**src/rtl/mem_pkg.sv**
```systemverilog
// Shared definitions for the memory-access pipeline stage:
// bus FSM encoding, lane-select codes, timeout limit, store lane helper.
package mem_pkg;

    typedef enum logic [1:0] {
        ST_IDLE = 2'd0,
        ST_BUSY = 2'd1,
        ST_DONE = 2'd2
    } bus_state_e;

    localparam logic [3:0] BSEL_B0 = 4'b0001;
    localparam logic [3:0] BSEL_B1 = 4'b0010;
    localparam logic [3:0] BSEL_B2 = 4'b0100;
    localparam logic [3:0] BSEL_B3 = 4'b1000;
    localparam logic [3:0] BSEL_H0 = 4'b0011;
    localparam logic [3:0] BSEL_H1 = 4'b1100;
    localparam logic [3:0] BSEL_W  = 4'b1111;

    localparam int unsigned TIMEOUT = 255;
    // Last BUSY count value before the access is abandoned.
    localparam logic [7:0] TIMEOUT_LAST = 8'(TIMEOUT - 1);

    // Replicate store data so every enabled lane sees the right bytes.
    function automatic logic [31:0] store_lanes(
        input logic [3:0]  be,
        input logic [31:0] rt
    );
        logic [31:0] w;
        w = rt;
        case (be)
            BSEL_B0, BSEL_B1,
            BSEL_B2, BSEL_B3: w = {4{rt[7:0]}};
            BSEL_H0, BSEL_H1: w = {2{rt[15:0]}};
            default:          w = rt;
        endcase
        return w;
    endfunction

endpackage

```
**src/rtl/mem_access_stage_load_align.sv**
```systemverilog
// load_align: right-justifies the selected lanes of a read word and
// zero/sign extends. Ports: rdata_i, bytesel_i, extsigned_i -> data_o.
module load_align
    import mem_pkg::*;
(
    input  logic [31:0] rdata_i,
    input  logic [3:0]  bytesel_i,
    input  logic        extsigned_i,
    output logic [31:0] data_o
);

    logic [7:0]  b;
    logic [15:0] h;

    always_comb begin
        b      = rdata_i[7:0];
        h      = rdata_i[15:0];
        data_o = rdata_i;
        case (bytesel_i)
            BSEL_B1: b = rdata_i[15:8];
            BSEL_B2: b = rdata_i[23:16];
            BSEL_B3: b = rdata_i[31:24];
            BSEL_H1: h = rdata_i[31:16];
            default: ;
        endcase
        case (bytesel_i)
            BSEL_B0, BSEL_B1,
            BSEL_B2, BSEL_B3: data_o = {{24{extsigned_i & b[7]}}, b};
            BSEL_H0, BSEL_H1: data_o = {{16{extsigned_i & h[15]}}, h};
            default:          data_o = rdata_i;
        endcase
    end

endmodule

```
**src/rtl/mem_access_stage.sv**
```systemverilog
// MEM pipeline stage: drives the data bus (IDLE/BUSY/DONE), stalls the
// front of the pipe during accesses, and registers the MEM/WB outputs.
// Ports: EX/MEM controls+data in, dbus_* bus, mem_stall_o, wb_*, bus_err_o.
module mem_access_stage
    import mem_pkg::*;
(
    input  logic        clk,
    input  logic        reset,
    input  logic        mem_regwr_i,
    input  logic        mem_memtoreg_i,
    input  logic        mem_memwr_i,
    input  logic        mem_dmen_i,
    input  logic [3:0]  mem_bytesel_i,
    input  logic        mem_extsigned_i,
    input  logic [31:0] mem_result_i,
    input  logic [31:0] mem_rt_i,
    input  logic [4:0]  mem_regdst_addr_i,
    input  logic [31:0] mem_pc_i,
    input  logic        wash_memwb_i,
    output logic        dbus_req_o,
    output logic        dbus_we_o,
    output logic [31:0] dbus_addr_o,
    output logic [31:0] dbus_wdata_o,
    output logic [3:0]  dbus_be_o,
    input  logic        dbus_ack_i,
    input  logic [31:0] dbus_rdata_i,
    output logic        mem_stall_o,
    output logic        wb_regwr_o,
    output logic [4:0]  wb_regdst_addr_o,
    output logic [31:0] wb_data_o,
    output logic [31:0] wb_pc_o,
    output logic        bus_err_o
);

    bus_state_e  state_q, state_d;
    logic [7:0]  cnt_q, cnt_d;
    logic [31:0] rdata_q, rdata_d;
    logic        err_q, err_d;
    logic        busy;
    logic        bubble;
    logic [31:0] load_data;

    logic        wb_regwr_q, wb_regwr_d;
    logic [4:0]  wb_rd_q, wb_rd_d;
    logic [31:0] wb_data_q, wb_data_d;
    logic [31:0] wb_pc_q, wb_pc_d;

    always_comb begin
        state_d = state_q;
        cnt_d   = cnt_q;
        rdata_d = rdata_q;
        err_d   = err_q;
        unique case (state_q)
            ST_IDLE: begin
                if (mem_dmen_i) begin
                    state_d = ST_BUSY;
                    cnt_d   = '0;
                end
            end
            ST_BUSY: begin
                if (dbus_ack_i) begin
                    rdata_d = dbus_rdata_i;
                    state_d = ST_DONE;
                    cnt_d   = '0;
                end else if (cnt_q == TIMEOUT_LAST) begin
                    // Abandon the access: retire zero, flag sticky error.
                    rdata_d = '0;
                    err_d   = 1'b1;
                    state_d = ST_DONE;
                    cnt_d   = '0;
                end else begin
                    cnt_d = cnt_q + 8'd1;
                end
            end
            ST_DONE: state_d = ST_IDLE;
            default: state_d = ST_IDLE;
        endcase
    end

    assign busy         = (state_q == ST_BUSY);
    assign dbus_req_o   = busy;
    assign dbus_we_o    = busy & mem_memwr_i;
    assign dbus_be_o    = busy ? mem_bytesel_i : 4'b0000;
    assign dbus_addr_o  = busy ? {mem_result_i[31:2], 2'b00} : 32'd0;
    assign dbus_wdata_o = busy ? store_lanes(mem_bytesel_i, mem_rt_i)
                               : 32'd0;

    assign mem_stall_o = mem_dmen_i & (state_q != ST_DONE);

    load_align u_load_align (
        .rdata_i     (rdata_q),
        .bytesel_i   (mem_bytesel_i),
        .extsigned_i (mem_extsigned_i),
        .data_o      (load_data)
    );

    assign bubble = wash_memwb_i | mem_stall_o;

    always_comb begin
        wb_regwr_d = 1'b0;
        wb_rd_d    = '0;
        wb_data_d  = '0;
        wb_pc_d    = '0;
        if (!bubble) begin
            wb_regwr_d = mem_regwr_i;
            wb_rd_d    = mem_regdst_addr_i;
            wb_pc_d    = mem_pc_i;
            wb_data_d  = mem_memtoreg_i ? load_data : mem_result_i;
        end
    end

    always_ff @(posedge clk or negedge reset) begin
        if (!reset) begin
            state_q    <= ST_IDLE;
            cnt_q      <= '0;
            rdata_q    <= '0;
            err_q      <= 1'b0;
            wb_regwr_q <= 1'b0;
            wb_rd_q    <= '0;
            wb_data_q  <= '0;
            wb_pc_q    <= '0;
        end else begin
            state_q    <= state_d;
            cnt_q      <= cnt_d;
            rdata_q    <= rdata_d;
            err_q      <= err_d;
            wb_regwr_q <= wb_regwr_d;
            wb_rd_q    <= wb_rd_d;
            wb_data_q  <= wb_data_d;
            wb_pc_q    <= wb_pc_d;
        end
    end

    assign wb_regwr_o       = wb_regwr_q;
    assign wb_regdst_addr_o = wb_rd_q;
    assign wb_data_o        = wb_data_q;
    assign wb_pc_o          = wb_pc_q;
    assign bus_err_o        = err_q;

endmodule

```
**config.mk**
```make
export PLATFORM = sky130hd
export DESIGN_NAME = mem_access_stage
export DESIGN_NICKNAME = d
export VERILOG_FILES = /design/src/rtl/mem_pkg.sv /design/src/rtl/mem_access_stage_load_align.sv /design/src/rtl/mem_access_stage.sv
export SDC_FILE = /design/constraint.sdc
export NUM_CORES = 1
export LEC_CHECK = 0
export ABC_AREA = 0
export BUFFER_PORTS_ARGS = -buffer_cell sky130_fd_sc_hd__buf_2
export CORE_ASPECT_RATIO = 0.7
export CORE_MARGIN = 2
export CORE_UTILIZATION = 46
export DETAILED_ROUTE_END_ITERATION = 10
export PLACE_DENSITY = 0.81
export SETUP_SLACK_MARGIN = 0.1
export SLEW_MARGIN = 20
export SYNTH_ARGS = -nofsm -noshare
export SYNTH_HDL_FRONTEND = slang
export SYNTH_SLANG_ARGS = --single-unit
```
**constraint.sdc**
```tcl
create_clock -name clk -period 2.35 [get_ports clk]
set_input_delay 0.47 -clock clk [delete_from_list [all_inputs] [get_ports clk]]
set_output_delay 0.47 -clock clk [all_outputs]
set_load 0.05 [all_outputs]
```
==> impl_metrics.csv, run 1 <==
group,metric,value,unit
place,placed_area,7700,sq um
drt,drtIter0Drc,403,
yosys,synth_top_family_by_area,"compound AO/OA/AOI/OAI gates",
critical_path,path_max_fanout,5,
drt,num_vias,5854,
floorplanning,die_w,136,microns
yosys,synth_xor_area_share,1.08,%
cells_and_area,layout.nets,991,
yosys,ys_async_sr_fraction,100,%
cells_and_area,stdcell_area,8750,sq um
run,drv_cap,0,
timing,rsz0062_at_grt,"yes",
critical_path,r2r_start,"state_q[1]",
cts,h-tree-depth,4,
status,violations,"setup timing",
place,dpl.hpwl,15100,microns
timing,final-setup-viol-count,2,
global_route,grt_pass1_vias,5558,
yosys,yosys_warnings,0,
floorplanning,io_pins,288,
status,status,"finished, violations left",
timing,finClkSkew,0.00949,ns
global_route,antenna_found_initial,3,
critical_path,worstRegToRegCells,6,
critical_path,crit_path_frequent_cell,"buf_6",
critical_path,critPathMaxStageDelay,0.62,ns
timing,fin_crit_sh,101,%
global_route,grtUsageTotal,30.2,%
yosys,synth_fa_ha_area_share,0.448,%
critical_path,worst-setup-path-type,"input port to primary output",
timing,setup_ws,-0.0281,ns
cts,clk_latency,0.41,ns
cts,cts-root-buf,"clkbuf_16",
power,power_leakage,0.00435,uW
yosys,ys_ff_latch,113,
yosys,synth-simple-area-share,17.6,%
cts,clkTransAtPathRegs,0.06,ns
drt,first_pass_iters,6,
global_route,grt_max_degree,48,
floorplanning,die_h,96.2,microns
drt,wl_per_cell,20.9,microns
cells_and_area,area_delta_synth_final,56.9,%
cells_and_area,drive_above_1_share,51.3,%
floorplanning,start_util,47.4,%
timing,hold_slack,0.0801,ns
timing,tightest_slew,0.645,ns
place,io_buffer_count,285,
critical_path,cp_slowest_cell,"a222oi_1",
cells_and_area,multiInputGateArea,2940,sq um
timing,slew_headroom,56.7,%
yosys,synth_flop_cell,"dfrtp_1",
cts,clkSinkCount,113,
global_route,grt_pass1_wl,29400,microns
cts,numCtsBuffers,17,
power,total_power,9380,uW
cts,cts_max_path_buffers,2,
place,pre_cts_ws,-0.148,ns
critical_path,required,1.88,ns
yosys,synth_edf_count,0,
cts,hold_buffers,0,
place,place_congestion,0.921,
critical_path,crit_path_end_kind,"primary output",
global_route,grt_overflow,0,
timing,fin_crit,2.38,ns
power,vdd_drop_max,0.000659,V
drt,routed_wl,21200,microns
floorplanning,core_area,11800,sq um
cells_and_area,seq_area,2830,sq um
drt,antenna_left,0,
cells_and_area,num-fill-cells,830,
timing,finalHoldViolCount,0,
critical_path,cp.arrival,1.91,ns
yosys,synth_compound_area_share,23.2,%
yosys,synthesis.area,5580,sq um
drt,viasPerCell,5.77,
critical_path,cp-start-kind,"input port",
floorplanning,die-area,13000,sq um
min_path,hp-class,"input port to asynchronous set/reset pin",
yosys,synthMuxAreaShare,3.05,%
critical_path,r2r_end,"rdata_q[31]",
cts,cts_tree,"yes",
yosys,syn_area_per_cell,10.5,sq um
yosys,synth_cell_types,51,
timing,finalMaxSlewViolations,0,
yosys,seq_area_frac_synth,50.7,%
timing,timing.fmax,420,MHz
critical_path,r2r_slack,0.46,ns
power,power-per-cell-area,1070,nW/um^2
yosys,netlist_instances,530,
floorplanning,rows,33,
critical_path,crit_chain,"buf_8, buf_6, o22a_4, a222oi_1, a21oi_2, buf_6",
drt,drc,0,
[worst max-delay path, delay by kind of cell]
kind | cells | cell delay, ns
AOI/OAI and AO/OA | 3 | 1.01
buffers and inverters | 3 | 0.42
[cell type report]
cell class              instances  area share [%]
multi-input cells             369            33.5
flip-flops and latches        113            32.3
repair buffers                337            24.6
clock buffers                  17            4.86
well taps                     157            2.24
clock inverters                15            2.12
inverters                       5           0.257
diodes                          2          0.0572
[how the worst max path moves through the flow]
stage | end | slack, ns | cells after the start | from
2_1_floorplan | dbus_wdata_o[25] | -0.003 | 5 | mem_bytesel_i[1]
3_3_place_gp | dbus_wdata_o[26] | -0.14 | 7 | mem_bytesel_i[3]
3_5_place_dp | dbus_wdata_o[26] | -0.15 | 7 | mem_bytesel_i[3]
4_1_cts | dbus_wdata_o[26] | 0.07 | 7 | mem_bytesel_i[1]
5_1_grt | dbus_wdata_o[25] | -0.07 | 6 | mem_bytesel_i[1]
6_report | dbus_wdata_o[25] | -0.03 | 6 | mem_bytesel_i[1]
[power breakdown]
| part | total [uW] | internal (uW) | switching (uW) |
|---|---|---|---|
| combinational | 3970 | 1340 | 2630 |
| clock | 2650 | 1680 | 972 |
| sequential | 2750 | 2330 | 425 |
[cells in the mapped netlist (2+ instances only)]
cell	count	area share [%]
a22o_1	40	6.3
xor2_1	2	0.31
o21a_1	2	0.27
ha_1	2	0.45
or2_2	8	0.90
a31oi_1	10	1.1
inv_1	5	0.34
o311ai_0	8	1.3
dfrtp_1	113	51
o21ai_0	15	1.3
nor3_1	4	0.36
nand2_1	24	1.6
nand2b_1	4	0.45
nor2_1	17	1.1
o21ai_1	3	0.27
buf_2	10	0.90
nand3b_1	6	0.81
a21oi_1	26	2.3
clkbuf_1	31	2.1
xnor2_1	3	0.47
o2bb2ai_1	23	3.6
and2_1	84	9.4
o21bai_1	2	0.27
o22a_1	7	1.1
nand3_1	13	1.2
o221ai_1	6	0.94
buf_4	3	0.40
a222oi_1	8	1.4
mux2i_1	17	3.0
a22oi_1	8	1.1
and3_1	5	0.56
a21boi_0	2	0.27
[metrics by stage]
stage          utilization, %  setup TNS [ns]  cells
3_3_place_gp             65.5          -0.752    974
5_1_grt                  74.4          -0.178   1014
6_report                 74.4         -0.0407   1015
2_1_floorplan               -        -0.00697    531
4_1_cts                  71.8               0   1009
3_5_place_dp             65.5           -1.84    974
[sequential cells by signal (all words and copies together), names as in the netlist]
signal	flops
wb_regdst_addr_o	5
wb_regwr_o	1
wb_data_o	32
rdata_q	32
wb_pc_o	32
state_q	2
cnt_q	8
bus_err_o	1
[cell usage in the layout, fill, tap and decap left out, types with 10 or more instances in the layout]
| master | n |
|---|---|
| buf_4 | 51 |
| dfrtp_1 | 113 |
| buf_6 | 24 |
| buf_2 | 214 |
| a22o_1 | 40 |
| and2_1 | 83 |
| clkbuf_4 | 42 |
| o2bb2ai_1 | 23 |
| nand2_1 | 18 |
| a31oi_1 | 10 |
| a21oi_4 | 22 |
| mux2i_1 | 17 |
| nor2_1 | 16 |
| clkbuf_16 | 17 |
[per-layer routing]
layer	up-vias	GRT usage, %	part of all wire, %
met5	-	0	0.061
met4	2	10.1	3.4
met3	72	8.79	10
met2	380	49.1	48
met1	2826	39.2	38
li1	2574	-	-
[timing repair]
item,4_1_cts,5_1_grt
gates cloned,1,0
buffers inserted,2,4
setup endpoints to repair,47,66
pin swaps,6,10
gates resized for setup,47,87
[kinds of logic after synthesis]
| group | count (synthesis) |
|---|---|
| simple gates | 173 |
| xor+xnor | 6 |
| mux | 17 |
| flops | 113 |
| fa+ha+maj | 2 |
| buf+inv | 50 |
| compound gates | 168 |
| other cells | 1 |
Power figures use the tool's default switching activity.
==> run 2, diff against run 1 <==
clock period = 2.65 ns   (was 2.35 ns; I/O delays follow)
==> run 2 against run 1 <==
  * The run now ends clean
  * First-iteration DRC count shrank 13%
  * Critical path depth is the same
  * Final cell count shrank 3.2%
  * Sequential power down 11%
  * Die area unchanged
  * Global-route usage decreased by 2.2 points
  * Worst hold slack better by 0.044 ns
==> impl_metrics.csv, run 2 (synthesized netlist as in run 1, its figures left out) <==
group,metric,value,unit
critical_path,required,2.12,ns
min_path,hp-class,"input port to asynchronous set/reset pin",
critical_path,path_max_fanout,9,
cells_and_area,layout.nets,962,
floorplanning,die_h,96.2,microns
drt,wl_per_cell,19.1,microns
status,status,"complete, no violations",
place,dpl.hpwl,14400,microns
cts,numCtsBuffers,17,
drt,antenna_left,0,
floorplanning,start_util,47.4,%
place,place_congestion,0.888,
floorplanning,die-area,13000,sq um
power,p_int,4470,uW
timing,finClkSkew,0.00912,ns
power,p_clk_share,29.5,%
cells_and_area,drive_above_1_share,44.6,%
timing,final-setup-viol-count,0,
power,p_sw_share,42.5,%
timing,fin_crit,2.56,ns
power,total_power,7770,uW
cells_and_area,final_cell_mix,"buf_2, dfrtp_1, and2_1, a22o_1",
drt,viasPerCell,5.55,
power,vdd_drop_max,0.000557,V
cells_and_area,diodes,0,
place,pre_cts_ws,0.0537,ns
critical_path,worst-setup-path-type,"input port to primary output",
drt,first_pass_iters,8,
floorplanning,die_w,136,microns
timing,fin_crit_sh,96.8,%
global_route,grt_pass1_vias,5197,
floorplanning,core_area,11800,sq um
timing,hold_slack,0.124,ns
global_route,grt_max_degree,56,
drt,routed_wl,18800,microns
cts,clkSinkCount,113,
critical_path,cp-start-kind,"input port",
cts,clkTransAtPathRegs,0.05,ns
timing,timing.fmax,390,MHz
cells_and_area,area_delta_synth_final,41.2,%
power,power_leakage,0.00412,uW
global_route,grt_overflow,0,
global_route,grt_pass1_wl,27300,microns
cts,h-tree-depth,4,
power,power-per-cell-area,986,nW/um^2
critical_path,cp.arrival,2.03,ns
cts,cts_max_path_buffers,2,
power,p_comb_share,38.9,%
timing,slew_headroom,48.4,%
cts,clk_latency,0.41,ns
floorplanning,rows,33,
floorplanning,io_pins,288,
drt,drtIter0Drc,351,
global_route,antenna_found_initial,0,
drt,drc,0,
timing,tightest_slew,0.774,ns
power,switchingPower,3300,uW
power,p_seq_share,31.5,%
cells_and_area,final-instance-count-excl-fill,983,
timing,finalHoldViolCount,0,
run,drv_cap,0,
timing,setup_ws,0.0855,ns
cells_and_area,utilization,67.0,%
place,io_buffer_count,285,
cells_and_area,final_common_cell,"buf_2",
critical_path,crit_path_end_kind,"primary output",
timing,rsz0062_at_grt,"yes",
place,dpl.cell_count,952,
cts,cts-root-buf,"clkbuf_16",
drt,num_vias,5460,
cts,cts_tree,"yes",
global_route,grtUsageTotal,28.0,%
timing,finalMaxSlewViolations,0,
-- run 2: changes by cell type in the layout (fill, tap and decap cells not counted), moves of 16 or more --
cell      delta
buf_2       +66
a21oi_1     +16
buf_6       -23
a21oi_4     -22
clkbuf_4    -39
buf_4       -27
-- run 2: cell type report --
type                       count  area (sq um)
inverter                       5          18.8
clock buffer                  21           460
fill                         954          3890
sequential                   113          2830
tap                          157           196
timing repair buffer         309          1640
multi-input combinational    368          2610
clock inverter                10           135
-- run 2: power groups by stage --
stage / Combinational, uW / Clock, uW / Sequential [uW]
final: 3020 / 2300 / 2450
after global routing: 3210 / 2410 / 2490
after CTS: 3000 / 2320 / 2440
after detailed placement: 2990 / 0 / 2460
after global placement: 2950 / 0 / 2440
after floorplan: 1930 / 0 / 2590
-- run 2: repair_timing --
item / CTS / global route
hold buffers: 0 / 0
gates cloned: 0 / 0
setup buffers: 0 / 0
gates resized for setup: 1 / 14
pin swaps: 0 / 2
endpoints found under the setup margin: 6 / 58
-- run 2: worst max-delay path, stage by stage --
cell      delay [ns]
clkbuf_4        0.16
buf_4           0.17
o22a_2          0.28
a222oi_1        0.51
a21oi_1         0.15
buf_4           0.23
-- run 2: metrics by stage --
step	setup TNS, ns	cell area, sq um
6_report	0	7880
5_1_grt	0	7880
3_3_place_gp	0	7260
4_1_cts	0	7850
2_1_floorplan	-1.96	5610
3_5_place_dp	0	7260
-- run 2: layer usage --
metal | GRT usage [%] | vias to the layer above | routed length (microns)
met5 | 0 | - | 0
met4 | 10.8 | 0 | 379
met3 | 7.90 | 38 | 1790
met2 | 42.5 | 322 | 8530
met1 | 38.3 | 2597 | 8060
li1 | - | 2503 | -
-- run 2: final timing paths --
check | startpoint | endpoint | slack [ns] | cells after the start
min in group clk | mem_pc_i[8] | wb_pc_o[8] | 0.33 | 2
max | mem_bytesel_i[3] | dbus_wdata_o[31] | 0.09 | 6
max in group asynchronous | reset | rdata_q[28] | 1.83 | 2
min reg2reg | bus_err_o | bus_err_o | 0.46 | 1
max reg2reg | state_q[0] | wb_data_o[13] | 0.75 | 4
min | reset | wb_pc_o[2] | 0.12 | 1
